==> config.mk <==
export PLATFORM = sky130hd
export DESIGN_NAME = cpu_muldiv_ctrl_flat
export DESIGN_NICKNAME = d
export VERILOG_FILES = /design/src/rtl/cpu_muldiv_if.sv /design/src/rtl/cpu_muldiv_ctrl.sv /design/src/flat_wrapper.sv
export SDC_FILE = /design/constraint.sdc
export NUM_CORES = 1
export LEC_CHECK = 0
export CORE_MARGIN = 1
export CORE_UTILIZATION = 55
export DETAILED_ROUTE_END_ITERATION = 8
export HOLD_SLACK_MARGIN = 0.1
export PLACE_DENSITY = 0.86
export SYNTH_ARGS = -nofsm -noshare
export SYNTH_HDL_FRONTEND = slang
export SYNTH_SLANG_ARGS = --single-unit
==> constraint.sdc <==
create_clock -name clk -period 5.75 [get_ports clk]
set_input_delay 0.8625 -clock clk [delete_from_list [all_inputs] [get_ports clk]]
set_output_delay 0.8625 -clock clk [all_outputs]
set_load 0.02 [all_outputs]
==> src/rtl/cpu_muldiv_if.sv <==
// Issue-side bundle between the decode stage and the HI/LO unit.
// master drives the instruction; slave is the multiply/divide unit.
interface cpu_muldiv_if;
  logic        valid;
  logic [5:0]  ins;
  logic [31:0] rs_data;
  logic [31:0] rt_data;
  logic        stall;
  logic        busy;
  logic        done;
  logic [31:0] hi;
  logic [31:0] lo;

  modport master (
    output valid, ins, rs_data, rt_data,
    input  stall, busy, done, hi, lo
  );

  modport slave (
    input  valid, ins, rs_data, rt_data,
    output stall, busy, done, hi, lo
  );
endinterface

==> src/rtl/cpu_muldiv_ctrl.sv <==
// Iterative HI/LO unit: multu (shift-add), div/divu (restoring), 32 steps plus
// a sign-fix cycle. Owns HI/LO, services mthi/mtlo and interlocks issue.
module cpu_muldiv_ctrl (
  input  logic          clk,
  input  logic          rst_n,
  cpu_muldiv_if.slave   bus
);

  localparam logic [5:0] INS_MFHI  = 6'd18;
  localparam logic [5:0] INS_MFLO  = 6'd19;
  localparam logic [5:0] INS_MTHI  = 6'd20;
  localparam logic [5:0] INS_MTLO  = 6'd21;
  localparam logic [5:0] INS_MULTU = 6'd26;
  localparam logic [5:0] INS_DIV   = 6'd27;
  localparam logic [5:0] INS_DIVU  = 6'd28;

  typedef enum logic [1:0] {S_IDLE, S_RUN, S_FIX} state_t;
  typedef enum logic [1:0] {OP_MULTU, OP_DIV, OP_DIVU} op_t;

  state_t      state_reg;
  op_t         op_reg;
  logic [4:0]  cnt_reg;
  logic [31:0] a_reg;        // multiplicand / dividend magnitude (shifts left for divide)
  logic [31:0] b_reg;        // multiplier (shifts right) / divisor magnitude
  logic [31:0] rs_reg;
  logic [63:0] acc_reg;      // product, or {remainder, quotient}
  logic        q_neg_reg;
  logic        r_neg_reg;
  logic        div0_reg;
  logic        busy_reg;
  logic        done_reg;
  logic [31:0] hi_reg;
  logic [31:0] lo_reg;

  logic        is_arith;
  logic        touches_hilo;
  logic [32:0] mul_sum;
  logic [32:0] div_shift;
  logic        div_ge;
  logic [32:0] div_rem;
  logic [31:0] fix_hi;
  logic [31:0] fix_lo;

  assign is_arith     = (bus.ins == INS_MULTU) || (bus.ins == INS_DIV) || (bus.ins == INS_DIVU);
  assign touches_hilo = is_arith || (bus.ins == INS_MFHI) || (bus.ins == INS_MFLO) ||
                        (bus.ins == INS_MTHI) || (bus.ins == INS_MTLO);

  assign bus.stall = bus.valid && busy_reg && touches_hilo;
  assign bus.busy  = busy_reg;
  assign bus.done  = done_reg;
  assign bus.hi    = hi_reg;
  assign bus.lo    = lo_reg;

  always_comb begin
    mul_sum   = {1'b0, acc_reg[63:32]} + (b_reg[0] ? {1'b0, a_reg} : 33'd0);
    div_shift = {acc_reg[63:32], a_reg[31]};
    div_ge    = (div_shift >= {1'b0, b_reg});
    div_rem   = div_ge ? (div_shift - {1'b0, b_reg}) : div_shift;
    fix_hi    = acc_reg[63:32];
    fix_lo    = acc_reg[31:0];
    // Divide by zero reports the original dividend, not its magnitude.
    if (op_reg != OP_MULTU && div0_reg) begin
      fix_hi = rs_reg;
      fix_lo = 32'hFFFF_FFFF;
    end else if (op_reg == OP_DIV) begin
      fix_hi = r_neg_reg ? -acc_reg[63:32] : acc_reg[63:32];
      fix_lo = q_neg_reg ? -acc_reg[31:0]  : acc_reg[31:0];
    end
  end

  always_ff @(posedge clk or negedge rst_n) begin
    if (!rst_n) begin
      state_reg <= S_IDLE;
      op_reg    <= OP_MULTU;
      cnt_reg   <= '0;
      a_reg     <= '0;
      b_reg     <= '0;
      rs_reg    <= '0;
      acc_reg   <= '0;
      q_neg_reg <= 1'b0;
      r_neg_reg <= 1'b0;
      div0_reg  <= 1'b0;
      busy_reg  <= 1'b0;
      done_reg  <= 1'b0;
      hi_reg    <= '0;
      lo_reg    <= '0;
    end else begin
      done_reg <= 1'b0;
      case (state_reg)
        S_IDLE: begin
          if (bus.valid && is_arith) begin
            op_reg    <= (bus.ins == INS_MULTU) ? OP_MULTU :
                         (bus.ins == INS_DIV)   ? OP_DIV   : OP_DIVU;
            a_reg     <= (bus.ins == INS_DIV && bus.rs_data[31]) ? -bus.rs_data : bus.rs_data;
            b_reg     <= (bus.ins == INS_DIV && bus.rt_data[31]) ? -bus.rt_data : bus.rt_data;
            rs_reg    <= bus.rs_data;
            q_neg_reg <= bus.rs_data[31] ^ bus.rt_data[31];
            r_neg_reg <= bus.rs_data[31];
            div0_reg  <= (bus.rt_data == 32'd0);
            acc_reg   <= '0;
            cnt_reg   <= '0;
            busy_reg  <= 1'b1;
            state_reg <= S_RUN;
          end else if (bus.valid && bus.ins == INS_MTHI) begin
            hi_reg <= bus.rs_data;
          end else if (bus.valid && bus.ins == INS_MTLO) begin
            lo_reg <= bus.rs_data;
          end
        end
        S_RUN: begin
          if (op_reg == OP_MULTU) begin
            acc_reg <= {mul_sum, acc_reg[31:1]};
            b_reg   <= b_reg >> 1;
          end else begin
            acc_reg <= {div_rem[31:0], acc_reg[30:0], div_ge};
            a_reg   <= a_reg << 1;
          end
          cnt_reg <= cnt_reg + 5'd1;
          if (cnt_reg == 5'd31) state_reg <= S_FIX;
        end
        S_FIX: begin
          hi_reg    <= fix_hi;
          lo_reg    <= fix_lo;
          done_reg  <= 1'b1;
          busy_reg  <= 1'b0;
          state_reg <= S_IDLE;
        end
        default: state_reg <= S_IDLE;
      endcase
    end
  end

endmodule
==> src/flat_wrapper.sv <==
// flat-port wrapper written by rule: the top's interface ports become plain ports
module cpu_muldiv_ctrl_flat 
  (clk, rst_n, bus_valid, bus_ins, bus_rs_data, bus_rt_data, bus_stall, bus_busy, bus_done, bus_hi, bus_lo);
  cpu_muldiv_if bus_i ();
  input  logic clk;
  input  logic rst_n;
  input wire logic [$bits(bus_i.valid)-1:0] bus_valid;
  input wire logic [$bits(bus_i.ins)-1:0] bus_ins;
  input wire logic [$bits(bus_i.rs_data)-1:0] bus_rs_data;
  input wire logic [$bits(bus_i.rt_data)-1:0] bus_rt_data;
  output wire logic [$bits(bus_i.stall)-1:0] bus_stall;
  output wire logic [$bits(bus_i.busy)-1:0] bus_busy;
  output wire logic [$bits(bus_i.done)-1:0] bus_done;
  output wire logic [$bits(bus_i.hi)-1:0] bus_hi;
  output wire logic [$bits(bus_i.lo)-1:0] bus_lo;
  assign bus_i.valid = bus_valid;
  assign bus_i.ins = bus_ins;
  assign bus_i.rs_data = bus_rs_data;
  assign bus_i.rt_data = bus_rt_data;
  assign bus_stall = bus_i.stall;
  assign bus_busy = bus_i.busy;
  assign bus_done = bus_i.done;
  assign bus_hi = bus_i.hi;
  assign bus_lo = bus_i.lo;
  cpu_muldiv_ctrl u_core (.clk(clk), .rst_n(rst_n), .bus(bus_i));
endmodule
### After elaboration in Yosys (flattened, before gate mapping)

Index checks and enable logic that the tools add are counted.

| cells by class | value |
|---|---|
| $lt $le $gt $ge | 1 |
| bitwise operators | 1 |
| $add $sub $neg | 7 |
| reduce and logical (&&, ||, !) cells | 28 |
| muxes and demuxes | 36 |
| equal/unequal tests | 19 |

Operators by type and width:

| cell | count |
|---|---|
| 32-bit two-way mux | 19 |
| 32-bit one-hot mux with 2 select lines | 4 |
| 64-bit two-way mux | 2 |
| 32-bit negator | 4 |
| 64-bit one-hot mux with 2 select lines | 1 |
| 6-bit by 5-bit equality test with 1-bit output, second input constant | 7 |
| 32-bit by 32-bit adder with 33-bit output | 1 |
| 33-bit by 32-bit >= comparator with 1-bit output | 1 |
| 32-bit logical NOT | 1 |
| 32-bit subtractor | 1 |
| 2-bit by 1-bit != test with 1-bit output, second input constant | 5 |
| 5-bit one-hot mux with 2 select lines | 1 |
| 3-bit AND reduction | 3 |
| 1-bit logical AND | 8 |
| 2-bit two-way mux | 4 |
| 2-bit AND reduction | 4 |
| 1-bit logical OR | 6 |
| 2-bit != test, second input constant | 3 |
| 2-bit nonzero test | 3 |
| 5-bit by 1-bit adder with 5-bit output, second input constant | 1 |
| 5-bit equality test, second input constant | 1 |
| 5-bit two-way mux | 1 |
| 2-bit by 1-bit equality test with 1-bit output, second input constant | 2 |
| 2-bit logical NOT | 2 |
| other kinds (6) | 7 |

| word-level totals | value |
|---|---|
| logic and storage cells | 106 |
| bits of input ports | 73 |
| output and inout bits | 67 |
| bits in registers | 238 |

### Longest topological paths before layout

| depth | value |
|---|---|
| word-level depth | 8 |
| gate-level depth with buffers | 14 |

### Worst setup path before layout

No wires, ideal clock.

| path | value |
|---|---|
| path type | reg2reg |
| start point | register u_core.b_reg[0] |
| end point | register u_core.acc_reg[59] |
| arrival | 2.941 ns |
| cell stages (with the launch flop) | 15 |
| library setup time | 0.132 ns |
| path slack | 2.677 ns |
| path buffers | 1 |
| period minus slack after synthesis | 3.073 ns |
| cell sequence | dfrtp_1 -> clkbuf_1 -> and2_1 -> ha_1 -> inv_1 -> fa_1 -> nand2b_1 -> a211oi_1 -> o21ai_1 -> a31oi_1 -> a31oi_1 -> o21ai_1 -> a31o_2 -> mux2i_1 -> o211ai_1 |

| on the way | value |
|---|---|
| longest elaborated chain between the ends | 4 |
| elaborated cells on any way between the ends | 7 |
| classes of those cells | 2 x add/sub; 1 x order compare; 4 x mux |

RTL lines:

| element | line | text |
|---|---|---|
| start: declaration | cpu_muldiv_ctrl.sv:24 | `logic [31:0] b_reg;` |
| start signal: assignment | cpu_muldiv_ctrl.sv:95 | `b_reg <= (bus.ins == INS_DIV && bus.rt_data[31]) ? -bus.rt_data : bus.rt_data;` |
| start signal: assignment | cpu_muldiv_ctrl.sv:113 | `b_reg <= b_reg >> 1;` |
| 32-bit subtractor (tied with other cells) | cpu_muldiv_ctrl.sv:58 | `div_rem = div_ge ? (div_shift - {1'b0, b_reg}) : div_shift;` |
| 32-bit two-way mux / 32-bit by 32-bit adder with 33-bit output (equally long branches) | cpu_muldiv_ctrl.sv:58, cpu_muldiv_ctrl.sv:55 |  |
| 64-bit two-way mux (*) | cpu_muldiv_ctrl.sv:111 | `if (op_reg == OP_MULTU) begin` |
| 64-bit one-hot mux with 2 select lines (*) | cpu_muldiv_ctrl.sv:89 | `case (state_reg)` |
| end signal: assignment | cpu_muldiv_ctrl.sv:112 | `acc_reg <= {mul_sum, acc_reg[31:1]};` |
| end signal: assignment | cpu_muldiv_ctrl.sv:115 | `acc_reg <= {div_rem[31:0], acc_reg[30:0], div_ge};` |
| end: declaration | cpu_muldiv_ctrl.sv:26 | `logic [63:0] acc_reg;` |

Every way passes the cells marked *; elsewhere a longest branch is shown, timed or not.
A chain may end at the register's enable or synchronous reset.

### Worst setup path after layout

Same ends and word-level chain as after synthesis.

==> out/results.tsv <==
stage	metric	value	unit
synth	synth_area	17300	sq um
cells_and_area	nFillCells	2601	
setup_path	cp-start-kind	flip-flop	
cells_and_area	nNetsFinal	2375	
setup_path	worstPathRequired	6.18	ns
synth	ys_warn_count	0	
timing	finalHoldViolations	0	
clock_tree	clock_latency	0.55	ns
placement	globalplace.congestion	0.946	
timing	period_needed	4.03	ns
drt	via_count	17000	
clock_tree	htreeDepth	1	
drt	viasPerCell	6.42	
clock_tree	cts.sinks	237	
floorplan	dieArea	32200	sq um
clock_tree	clk_pin_slew_worst_paths	0.07	ns
cells_and_area	layout_common_cells	326 x nand2_1, 237 x dfrtp_1, 224 x o21ai_0, 175 x a21oi_1, 164 x nor2_1	
clock_tree	cts-hold-fix-buffers	0	
cells_and_area	n_antenna_cell	0	
grt	grt_pass1_wl	83300	um
timing	finalSetupViolCount	0	
clock_tree	cts_tree	built	
placement	place_hpwl	37500	um
synth	synth_nets	2339	
min_path	hp-class	in -> async	
floorplan	die_h	180	um
cells_and_area	syn_to_final_growth	14.1	%
grt	antenna_found_initial	0	
timing	worst_slew_pin_slew	1.12	ns
power_and_ir_drop	p_per_area	554	nW/um^2
timing	rsz0062_at_grt	no	
drt	drtIter0Drc	1599	
timing	tns	0	ns
synth	synth_cell_type_count	85	
synth	synth_top_flop_cell	dfrtp_1	
setup_path	critPathKind	reg -> reg	
cells_and_area	largest_reg_flops	64	
setup_path	end_kind	flip-flop	
clock_tree	clockBufferDepth	3	
synth	synth_seq_cells	237	
floorplan	die_w	180	um
cells_and_area	layout_commonest_cell	nand2_1	
timing	slew_headroom	25.0	%
clock_tree	cts_inserted_buffers	29	
drt	drtAntennaViolNets	0	
synth	netlist.area_leader.share	34.2	%
cells_and_area	drive_gt1_share	4.58	%
flow_run	maxCapViolations	0	
status	outcome	complete, but fails checks	
placement	portBuffers	139	
grt	grt-ovfl-total	0	
synth	synth_edf_count	0	
timing	fmaxAchievable	0.248	GHz
status	violations	DRC	
cells_and_area	fin_util	64.2	%
synth	synthTopCellsByArea	dfrtp_1 34%, nand2_1 7.1%, o21ai_0 6.5%, ha_1 5.1%, a21oi_1 5.1%	
synth	ys_seq_area_share	34.2	%
floorplan	coreArea	30800	sq um
cells_and_area	regArea	5930	sq um
cells_and_area	multi_input_area	10700	sq um
clock_tree	cts_resized	0	
drt	dr.pass1.iters	8	
synth	synth_cells	2193	
floorplan	initial_core_util	56.2	%
setup_path	path_max_fanout	34	
drt	drc_errors	13	
floorplan	boundaryPins	140	
synth	synth_top_area_cell	dfrtp_1	
drt	routed_wl	51700	um
clock_tree	post-cts-setup-buffer-count	0	
power_and_ir_drop	peakVddDrop	0.367	mV
synth	syn_avg_cell_area	7.91	sq um
grt	grt_pass1_vias	15800	
clock_tree	cts-root-buf	clkbuf_16	
timing	fin_crit_sh	70.1	%
synth	synthArstFlopShare	100	%
floorplan	rows	64	
setup_path	worst_ep_arrival_time	4.45	ns
grt	track_usage	31.4	%
grt	grt_max_degree	166	
drt	wire_per_inst	19.5	um
timing	skew	0.0155	ns
timing	finalMaxSlewViolations	0	
power_and_ir_drop	leakage	8.49	nW
-- layout make-up --
cell class	count	share of cell area [%]
timing repair buffer	155	7.73
clock inverter	19	0.841
clock buffer	34	3.97
tap	396	2.50
inverter	57	1.08
multi-input combinational	1749	53.9
sequential	237	30.0
-- metrics by stage --
stage               hold slack, ns  instances  power [mW]  setup slack (ns)  cell area (sq um)
detailed placement           0.463       2594        9.02              1.79              18800
global placement             0.458       2594        8.87              1.89              18800
finish                       0.262       2647        11.0              1.72              19800
CTS                          0.303       2647        10.9              1.78              19800
global route                 0.337       2647        11.7              1.47              19800
floorplan                    0.446       2193        7.40              2.68              17300
-- metal layers --
layer | routed length [um] | GRT usage [%] | up-vias
met3 | 3990 | 4.54 | 127
li1 | - | - | 7871
met1 | 22200 | 42.9 | 8197
met4 | 1530 | 11.2 | 0
met5 | 0 | 0 | -
met2 | 24000 | 51.0 | 788
-- worst max-delay path, stage by stage, from the launching register on --
cell and delay [ns]:
dfrtp_1 0.94, and2_1 0.24, ha_1 0.19, inv_1 0.06, fa_1 0.37, nand2b_1 0.20
a211oi_1 0.24, o21ai_1 0.20, a31oi_1 0.39, a31oi_1 0.25, o21ai_1 0.30, a31o_2 0.22
mux2i_1 0.19, o211ai_1 0.11
-- final timing paths --
check	startpoint	to	cells after the start	slack, ns
max in group asynchronous	rst_n	u_core.rs_reg[5]$_DFFE_PN0P_	2	4.09
hold reg to reg	u_core.bus.lo[21]$_DFFE_PN0P_	u_core.bus.lo[21]$_DFFE_PN0P_	2	0.48
hold / removal	rst_n	u_core.acc_reg[58]$_DFFE_PN0P_	1	0.26
min in group clk	u_core.bus.lo[21]$_DFFE_PN0P_	u_core.bus.lo[21]$_DFFE_PN0P_	2	0.48
setup reg to reg	u_core.b_reg[0]$_DFFE_PN0P_	u_core.acc_reg[59]$_DFFE_PN0P_	13	1.72
setup / recovery	u_core.b_reg[0]$_DFFE_PN0P_	u_core.acc_reg[59]$_DFFE_PN0P_	13	1.72
-- synth_stat cells (all sizes together) (7+ instances only) --
master,instances
o211ai,45
a21o,26
xor2,80
a31oi,28
a21boi,8
nor2b,13
dfrtp,237
and3,15
nor3,37
and2,39
nor2,166
a311oi,9
or3,18
clkbuf,128
mux2i,43
a21oi,179
o21ai,253
buf,22
o22ai,35
xnor2,82
o21a,10
o31ai,22
ha,71
mux2,7
nand2b,21
nand4,12
a211oi,34
inv,57
or4,8
nand2,326
nand3,67
o41ai,8
nor4,13
-- cell families (layout without fill, tap and decap cells) --
group | count (synthesis) | in the layout | share of synthesized area (%)
simple gates | 759 | 759 | 20.1
compound gates | 705 | 705 | 24.5
xor+xnor | 162 | 162 | 8.18
mux | 50 | 50 | 2.94
fa+ha+maj | 73 | 73 | 5.35
flops | 237 | 237 | 34.2
buf+inv | 207 | 265 | 4.68
-- power breakdown --
part	internal [mW]	total, mW	switching (mW)
sequential	2.23	3.00	0.772
combinational	2.51	6.14	3.63
clock	1.07	1.83	0.765
Power figures use the tool's default switching activity.
